===== src/rtl/seq_pattern_gen_pkg.sv =====
// seq_gen_pkg: shared encodings for the serial pattern generator.
// Holds the FSM state type and the loop-mode constants used by
// seq_pattern_gen and its testbench.
package seq_gen_pkg;

  typedef enum logic {
    ST_IDLE = 1'b0,
    ST_RUN  = 1'b1
  } state_t;

  localparam logic MODE_ONESHOT = 1'b0;
  localparam logic MODE_LOOP    = 1'b1;

endpackage


===== src/rtl/seq_pattern_gen_bit_timer.sv =====
// seq_bit_timer: counts BIT_CYCLES clocks per serial bit.
// bit_tick is high on the last clock of each bit while enabled.
// clr has priority over en and returns the count to zero.
module seq_bit_timer #(
  parameter int BIT_CYCLES = 50
) (
  input  logic clk,
  input  logic rst_n,
  input  logic clr,
  input  logic en,
  output logic bit_tick
);

  localparam int                CNT_W    = $clog2(BIT_CYCLES);
  localparam logic [CNT_W-1:0]  CNT_LAST = CNT_W'(BIT_CYCLES - 1);

  logic [CNT_W-1:0] r_bit_cnt;

  // Per-bit clock counter with explicit wrap at the last clock.
  always_ff @(posedge clk) begin
    if (!rst_n) begin
      r_bit_cnt <= '0;
    end else if (clr) begin
      r_bit_cnt <= '0;
    end else if (en) begin
      if (r_bit_cnt == CNT_LAST) begin
        r_bit_cnt <= '0;
      end else begin
        r_bit_cnt <= r_bit_cnt + CNT_W'(1);
      end
    end
  end

  assign bit_tick = en && (r_bit_cnt == CNT_LAST);

endmodule


===== src/rtl/seq_pattern_gen.sv =====
// seq_pattern_gen: replays a PAT_LEN-bit pattern on sig_out, bit 0 first,
// each bit held BIT_CYCLES clocks, one-shot or looping, with a
// double-buffered pattern register.
// Optional build macro SEQ_PATTERN_GEN_PARITY_EN appends one even-parity
// bit (XOR of the active pattern) after the last pattern bit.
// Control: start is a one-cycle request taken only in IDLE; stop is taken
// only in RUN and always wins over frame completion. frame_done is
// combinational so that a stop on the last clock can suppress it.
// dbg_state exposes the FSM state for observation.
module seq_pattern_gen
  import seq_gen_pkg::*;
#(
  parameter int   PAT_LEN    = 8,
  parameter int   BIT_CYCLES = 50,
  parameter logic IDLE_LEVEL = 1'b0
) (
  input  logic               clk,
  input  logic               rst_n,
  input  logic               start,
  input  logic               stop,
  input  logic               loop_mode,
  input  logic               pat_load,
  input  logic [PAT_LEN-1:0] pat_data,
  output logic               sig_out,
  output logic               busy,
  output logic               frame_done,
  output state_t             dbg_state
);

`ifdef SEQ_PATTERN_GEN_PARITY_EN
  localparam int NBITS = PAT_LEN + 1;
`else
  localparam int NBITS = PAT_LEN;
`endif
  localparam int               IDX_W    = $clog2(PAT_LEN + 1);
  localparam logic [IDX_W-1:0] IDX_LAST = IDX_W'(NBITS - 1);

  state_t             r_state;
  state_t             w_state_nxt;
  logic [PAT_LEN-1:0] r_shadow;
  logic [PAT_LEN-1:0] r_active;
  logic               r_pending;
  logic               r_loop;
  logic [IDX_W-1:0]   r_idx;
  logic               r_sig_out;

  logic               w_loop_nxt;
  logic [IDX_W-1:0]   w_idx_nxt;
  logic               w_sig_nxt;
  logic               w_frame_start;
  logic               w_frame_done;
  logic               w_timer_clr;
  logic               w_bit_tick;
  logic [PAT_LEN-1:0] w_pat_new;

  // Bit i of the transmitted frame (pattern bits, then optional parity).
  function automatic logic frame_bit(input logic [PAT_LEN-1:0] pat,
                                     input logic [IDX_W-1:0]   i);
    logic [NBITS-1:0] fr;
    logic [NBITS-1:0] sh;
`ifdef SEQ_PATTERN_GEN_PARITY_EN
    fr = {^pat, pat};
`else
    fr = pat;
`endif
    sh = fr >> i;
    return sh[0];
  endfunction

  // Pattern that a frame starting this cycle uses: a same-cycle load wins,
  // else a pending shadow value, else the current active pattern.
  assign w_pat_new = pat_load  ? pat_data :
                     r_pending ? r_shadow : r_active;

  seq_bit_timer #(
    .BIT_CYCLES (BIT_CYCLES)
  ) u_bit_timer (
    .clk      (clk),
    .rst_n    (rst_n),
    .clr      (w_timer_clr),
    .en       (r_state == ST_RUN),
    .bit_tick (w_bit_tick)
  );

  // FSM state register.
  always_ff @(posedge clk) begin
    if (!rst_n) begin
      r_state <= ST_IDLE;
    end else begin
      r_state <= w_state_nxt;
    end
  end

  // Next state, next output bit, bit index and frame boundary decode.
  always_comb begin
    w_state_nxt   = r_state;
    w_loop_nxt    = r_loop;
    w_idx_nxt     = r_idx;
    w_sig_nxt     = r_sig_out;
    w_frame_start = 1'b0;
    w_frame_done  = 1'b0;
    w_timer_clr   = 1'b0;
    case (r_state)
      ST_IDLE: begin
        w_sig_nxt   = IDLE_LEVEL;
        w_timer_clr = 1'b1;
        if (start) begin
          w_state_nxt   = ST_RUN;
          w_loop_nxt    = loop_mode;
          w_frame_start = 1'b1;
          w_idx_nxt     = '0;
          w_sig_nxt     = w_pat_new[0];
        end
      end
      ST_RUN: begin
        if (stop) begin
          w_state_nxt = ST_IDLE;
          w_sig_nxt   = IDLE_LEVEL;
          w_timer_clr = 1'b1;
        end else if (w_bit_tick) begin
          if (r_idx == IDX_LAST) begin
            w_frame_done = 1'b1;
            if (r_loop == MODE_LOOP) begin
              w_frame_start = 1'b1;
              w_idx_nxt     = '0;
              w_sig_nxt     = w_pat_new[0];
            end else begin
              w_state_nxt = ST_IDLE;
              w_sig_nxt   = IDLE_LEVEL;
            end
          end else begin
            w_idx_nxt = r_idx + IDX_W'(1);
            w_sig_nxt = frame_bit(r_active, r_idx + IDX_W'(1));
          end
        end
      end
      default: begin
        w_state_nxt = ST_IDLE;
        w_sig_nxt   = IDLE_LEVEL;
      end
    endcase
  end

  // Datapath: output bit, index, loop flag and the pattern double buffer.
  always_ff @(posedge clk) begin
    if (!rst_n) begin
      r_sig_out <= IDLE_LEVEL;
      r_idx     <= '0;
      r_loop    <= MODE_ONESHOT;
      r_shadow  <= '0;
      r_active  <= '0;
      r_pending <= 1'b0;
    end else begin
      r_sig_out <= w_sig_nxt;
      r_idx     <= w_idx_nxt;
      r_loop    <= w_loop_nxt;
      if (w_frame_start) begin
        r_active  <= w_pat_new;
        r_pending <= 1'b0;
        if (pat_load) begin
          r_shadow <= pat_data;
        end
      end else if (pat_load) begin
        r_shadow  <= pat_data;
        r_pending <= 1'b1;
      end
    end
  end

  assign sig_out    = r_sig_out;
  assign busy       = (r_state == ST_RUN);
  assign frame_done = w_frame_done && rst_n;
  assign dbg_state  = r_state;

endmodule


===== config.mk =====
export PLATFORM = sky130hd
export DESIGN_NAME = seq_pattern_gen
export DESIGN_NICKNAME = d
export VERILOG_FILES = /design/src/rtl/seq_pattern_gen_pkg.sv /design/src/rtl/seq_pattern_gen_bit_timer.sv /design/src/rtl/seq_pattern_gen.sv
export SDC_FILE = /design/constraint.sdc
export NUM_CORES = 1
export LEC_CHECK = 0
export CORE_ASPECT_RATIO = 0.8
export CORE_MARGIN = 8
export CORE_UTILIZATION = 45
export CTS_CLUSTER_SIZE = 16
export DETAILED_ROUTE_END_ITERATION = 10
export HOLD_SLACK_MARGIN = 0.05
export PLACE_DENSITY = 0.72
export SLEW_MARGIN = 20
export SYNTH_ARGS = -nofsm -noshare
export SYNTH_HDL_FRONTEND = slang
export SYNTH_HIERARCHICAL = 1
export SYNTH_SLANG_ARGS = --single-unit

===== constraint.sdc =====
create_clock -name clk -period 4.6 [get_ports clk]
set_input_delay 1.15 -clock clk [delete_from_list [all_inputs] [get_ports clk]]
set_output_delay 1.15 -clock clk [all_outputs]
set_load 0.05 [all_outputs]

### Word-level counts from Yosys, hierarchy flattened

Cells that the tools add are included.
W data, S select, Z words.

* add/sub/neg operators: 2
* multiply operators: 0
* div/mod/pow operators: 0
* magnitude comparators: 0
* equality and inequality tests: 7
* shift operators: 1
* multiplexer cells: 31
* bitwise operators: 2
* reductions and logical operators: 8

Operators by type and width (count)
* $mux W4: 5
* $mux W1: 18
* $mux W8: 2
* $pmux W1 S2: 4
* $pmux W4 S2: 1
* $shr A8 B4 Y1: 1
* $add A6 B1 Y6 const B: 1
* $eq A6 B6 Y1 const B: 1
* $mux W6: 1
* $add A4 B1 Y4 const B: 1
* $eq A4 B3 Y1 const B: 1
* $ne A2 B2 Y1 const B: 2
* $reduce_and A2 Y1: 2
* $reduce_and A4 Y1: 1
* $reduce_or A2 Y1: 2
* $ne A3 B2 Y1 const B: 1
* $ne A3 B3 Y1 const B: 1
* $logic_and A1 B1 Y1: 2
* $ne A2 B1 Y1 const B: 1
* $not A1 Y1: 2
* $reduce_bool A2 Y1: 1

* register bits after elaboration: 30
* latch bits: 0
* bits in writable memories: 0
* ROM bits: 0
* input port bits: 14
* logic and storage cells: 60
* memories kept: 0

### Longest topological paths before layout

* word-level depth: 7
* gate-level depth with buffers: 11
* mapped depth without buffers: 8

### Cells and area by module

Netlist, hierarchy kept.

Modules (own cells, without submodules)
* seq_pattern_gen: times used 1, cells an instance 123, area an instance 1226.2 sq um, sequential area each 480.5 sq um
* seq_bit_timer: times used 1, cells an instance 32, area an instance 300.3 sq um, sequential area each 120.1 sq um

### Least setup slack after synthesis

Ideal clock, no wire load.

* kind: register to output
* from: register r_state (netlist: busy)
* to: output frame_done
* data arrival time: 1.907 ns
* data required time: 3.450 ns
* path slack: 1.543 ns
* stages on the path, launching flop included: 7
* cells stage by stage: dfxtp_1 > buf_4 > nand4b_1 > nor2_1 > and3b_1 > buf_6 > and3_2

* word-level cells in the longest chain between the ends: 5

RTL lines
* start: declaration: line seq_pattern_gen.sv:38 `state_t r_state;`
* start signal: assignment: line seq_pattern_gen.sv:90 `r_state <= w_state_nxt;`
* $logic_and A1 B1 Y1: line seq_pattern_gen_bit_timer.sv:34 `assign bit_tick = en && (r_bit_cnt == CNT_LAST);`
* named net w_bit_tick: line seq_pattern_gen.sv:53 `logic w_bit_tick;`
* $mux W1: line seq_pattern_gen.sv:120 `end else if (w_bit_tick) begin`
* $mux W1: line seq_pattern_gen.sv:116 `if (stop) begin`
* $mux W1: line seq_pattern_gen.sv:103 `case (r_state)`
* $logic_and A1 B1 Y1: line seq_pattern_gen.sv:172 `assign frame_done = w_frame_done && rst_n;`
* end: declaration: line seq_pattern_gen.sv:26 `output logic frame_done,`

The timed path passes the listed nets, and every way through them passes these cells.

### Worst setup path after layout

* from: input stop
* to: output frame_done

* word-level cells in the longest chain between the ends: 3

RTL lines
* start: declaration: line seq_pattern_gen.sv:20 `input logic stop,`
* $mux W1: line seq_pattern_gen.sv:116
* $mux W1: line seq_pattern_gen.sv:103
* $logic_and A1 B1 Y1: line seq_pattern_gen.sv:172

No other way between the ends.

==> impl_metrics.toml <==
[worst_hold_path]
hold_class = "register to register"
hold_depth = 2

[cells_and_area]
final_util = 0.528
area_delta_synth_final_pct = 15.2
fillers = 296
nNetsFinal = 186
layout-drive-gt1-share = 0.118
design_area_um2 = 1760
antenna_cells_inserted = 0

[sta]
rsz0062_at_grt = "false"
hold_violations = 0
fmax_ghz = 0.288
finClkSkew_ns = 0.00153
tightest_slew_ns = 0.737
slew_headroom = 0.507
drv_slew = 0
fin_crit_ns = 3.48
fin_crit_sh = 0.756
tns_ns = 0
finalSetupViolCount = 0

[outcome]
status = "complete, no violations"

[grt]
grt_pass1_wl_um = 5150
met3_usage = 0.0472
gr-usage-all-layers = 0.120
busiest_layer = "met2"
grt_max_degree = 27
grtUsageMet1 = 0.140
gr-total-overflow = 0
antenna_found_initial = 0
grt_use_met2 = 0.190
grt_pass1_vias = 1135

[critical_path]
critPathMaxStageDelay_ns = 0.41
cp_slowest_cell = "clkdlybuf4s50_1"
path_max_fanout = 8
cp.arrival_ns = 2.33
rr_worst_depth = 6
cp_cell_sequence = "clkdlybuf4s50_1, and3b_1, and3_2, buf_4"
crit_type = "input pin to primary output"
cp.required_ns = 3.45
setup.worst_path.end_class = "primary output"
r2r_slack_ns = 2.28
start_kind = "input pin"

[drt]
wl_um = 3030
post_drt_wl_per_cell_um = 14.3
vias = 1168
drtIter0Drc = 69
routed_via_density = 5.51
drcViolationCount = 0
first_pass_iters = 4
ant_nets = 0

[clock_network]
h-tree-depth = 2
cts_resized = 0
cts_setup_buffers = 0
numCtsBuffers = 5
clkLatencyLatePin_ns = 0.28
clock-root-buffer = "clkbuf_8"
cts_sinks = 30
clkTransAtPathRegs_ns = 0.06
cts_max_path_buffers = 2
ctsHoldBuffers = 0
cts_tree = "yes"

[synthesis]
ys_seq_area_frac = 0.393
async_flop_share = 0
avgSynthCellArea_um2 = 9.85
yosysWarnings = 6
netlist_instances = 155
synth.cell_area_um2 = 1530
ys.flop_type = "dfxtp_1"
synth_top_area_share = 0.393
ys_seq_elements = 30
yosysMostFrequentCell = "dfxtp_1"
ys_top_cells_by_area = "dfxtp_1 39%, mux2i_1 6.6%, o211a_1 4.6%"
synth-edff-count = 0
synthTopCellsByCount = "30 x dfxtp_1, 11 x nor2b_1, 10 x mux2i_1, 8 x nand3_1, 8 x nor2_1"
synth.largest_area_cell = "dfxtp_1"
syn_nets = 172
synth.distinct_cells = 43

[floorplanning]
row_count = 19
start_util = 0.459
die_y_um = 68.1
die_w_um = 81.1
die_area_um2 = 5520
coreArea_um2 = 3330
io_pins = 18

[place]
dpl.hpwl_um = 2180
placed_area_um2 = 1670
place_congestion = 0.780
io_buffers = 17

[power]
powerDensity_nw_per_um2 = 324
ir_worst_vdd_v = 0.000140
p_leak_nw = 0.706

[run]
cap_violations = 0
-- worst paths after layout --
kind | start | to
max | stop | frame_done
min | r_shadow[0] | r_shadow[0]
max reg2reg | busy | r_active[1]
min reg2reg | r_shadow[0] | r_shadow[0]
-- registers in the layout, summed over array words and instances (netlist names) --
name,cells
r_pending,1
sig_out,1
r_shadow,8
r_loop,1
u_bit_timer/r_bit_cnt,6
r_active,8
busy,1
r_idx,4
-- critical path: cells and delay by family --
| kind | cells | cell delay, ns |
|---|---|---|
| buf+inv | 2 | 0.60 |
| simple gates | 2 | 0.58 |
-- per-stage QoR --
step / power, mW / setup WS, ns / std cells / hold WS [ns]
2_1_floorplan: 0.335 / 1.54 / 155 / 0.457
3_3_place_gp: 0.352 / 1.14 / 204 / 0.470
3_5_place_dp: 0.354 / 1.12 / 204 / 0.478
4_1_cts: 0.575 / 1.12 / 212 / 0.487
5_1_grt: 0.596 / 1.06 / 212 / 0.516
6_report: 0.569 / 1.12 / 212 / 0.486
-- where the power goes --
part           internal [mW]  total [mW]  switching (mW)  leakage (nW)
Combinational         0.0350      0.0674          0.0323         0.412
Sequential             0.272       0.281         0.00939         0.245
Clock                  0.121       0.220          0.0998        0.0482
Total                  0.427       0.569           0.142         0.706
-- kinds of logic after synthesis --
group,share of synthesized area
buffers and inverters,0.0672
DFF,0.393
AOI/OAI and AO/OA,0.165
and+or+nand+nor,0.221
adders and majority gates,0.0246
xor gates and xnor gates,0.0344
muxes,0.0951
-- area by class of cell --
cell class / count / area, um^2 / share of cell area
multi-input combinational: 110 / 823 / 0.468
sequential: 30 / 601 / 0.342
timing repair buffer: 18 / 175 / 0.0996
clock buffer: 7 / 86.3 / 0.0491
tap: 42 / 52.6 / 0.0299
inverter: 4 / 15.0 / 0.00854
clock inverter: 1 / 5.00 / 0.00285
-- layer usage --
metal / part of all wire / vias up / routed length [um]
li1: - / 587 / -
met1: 0.48 / 552 / 1440
met2: 0.45 / 20 / 1360
met3: 0.055 / 9 / 166
met4: 0.021 / 0 / 65
met5: 0 / - / 0
-- placed cells by master (no fill, tap or decap), types with 2 or more instances in the layout --
cell type / instances
a21oi_1: 3
a211oi_1: 2
and3b_1: 2
mux2i_1: 10
or2_2: 2
mux4_2: 2
nor2b_1: 11
xor2_1: 3
a31oi_1: 2
nand3_1: 8
dfxtp_1: 30
a22oi_1: 7
inv_1: 4
nand4_1: 3
nor2_1: 8
buf_4: 2
clkbuf_8: 6
nand4b_1: 2
ha_1: 3
o21ai_0: 3
nand2b_1: 2
nand2_1: 7
xnor2_1: 3
o211a_1: 7
clkdlybuf4s50_1: 16
a21boi_0: 4
Power figures use the tool's default switching activity.
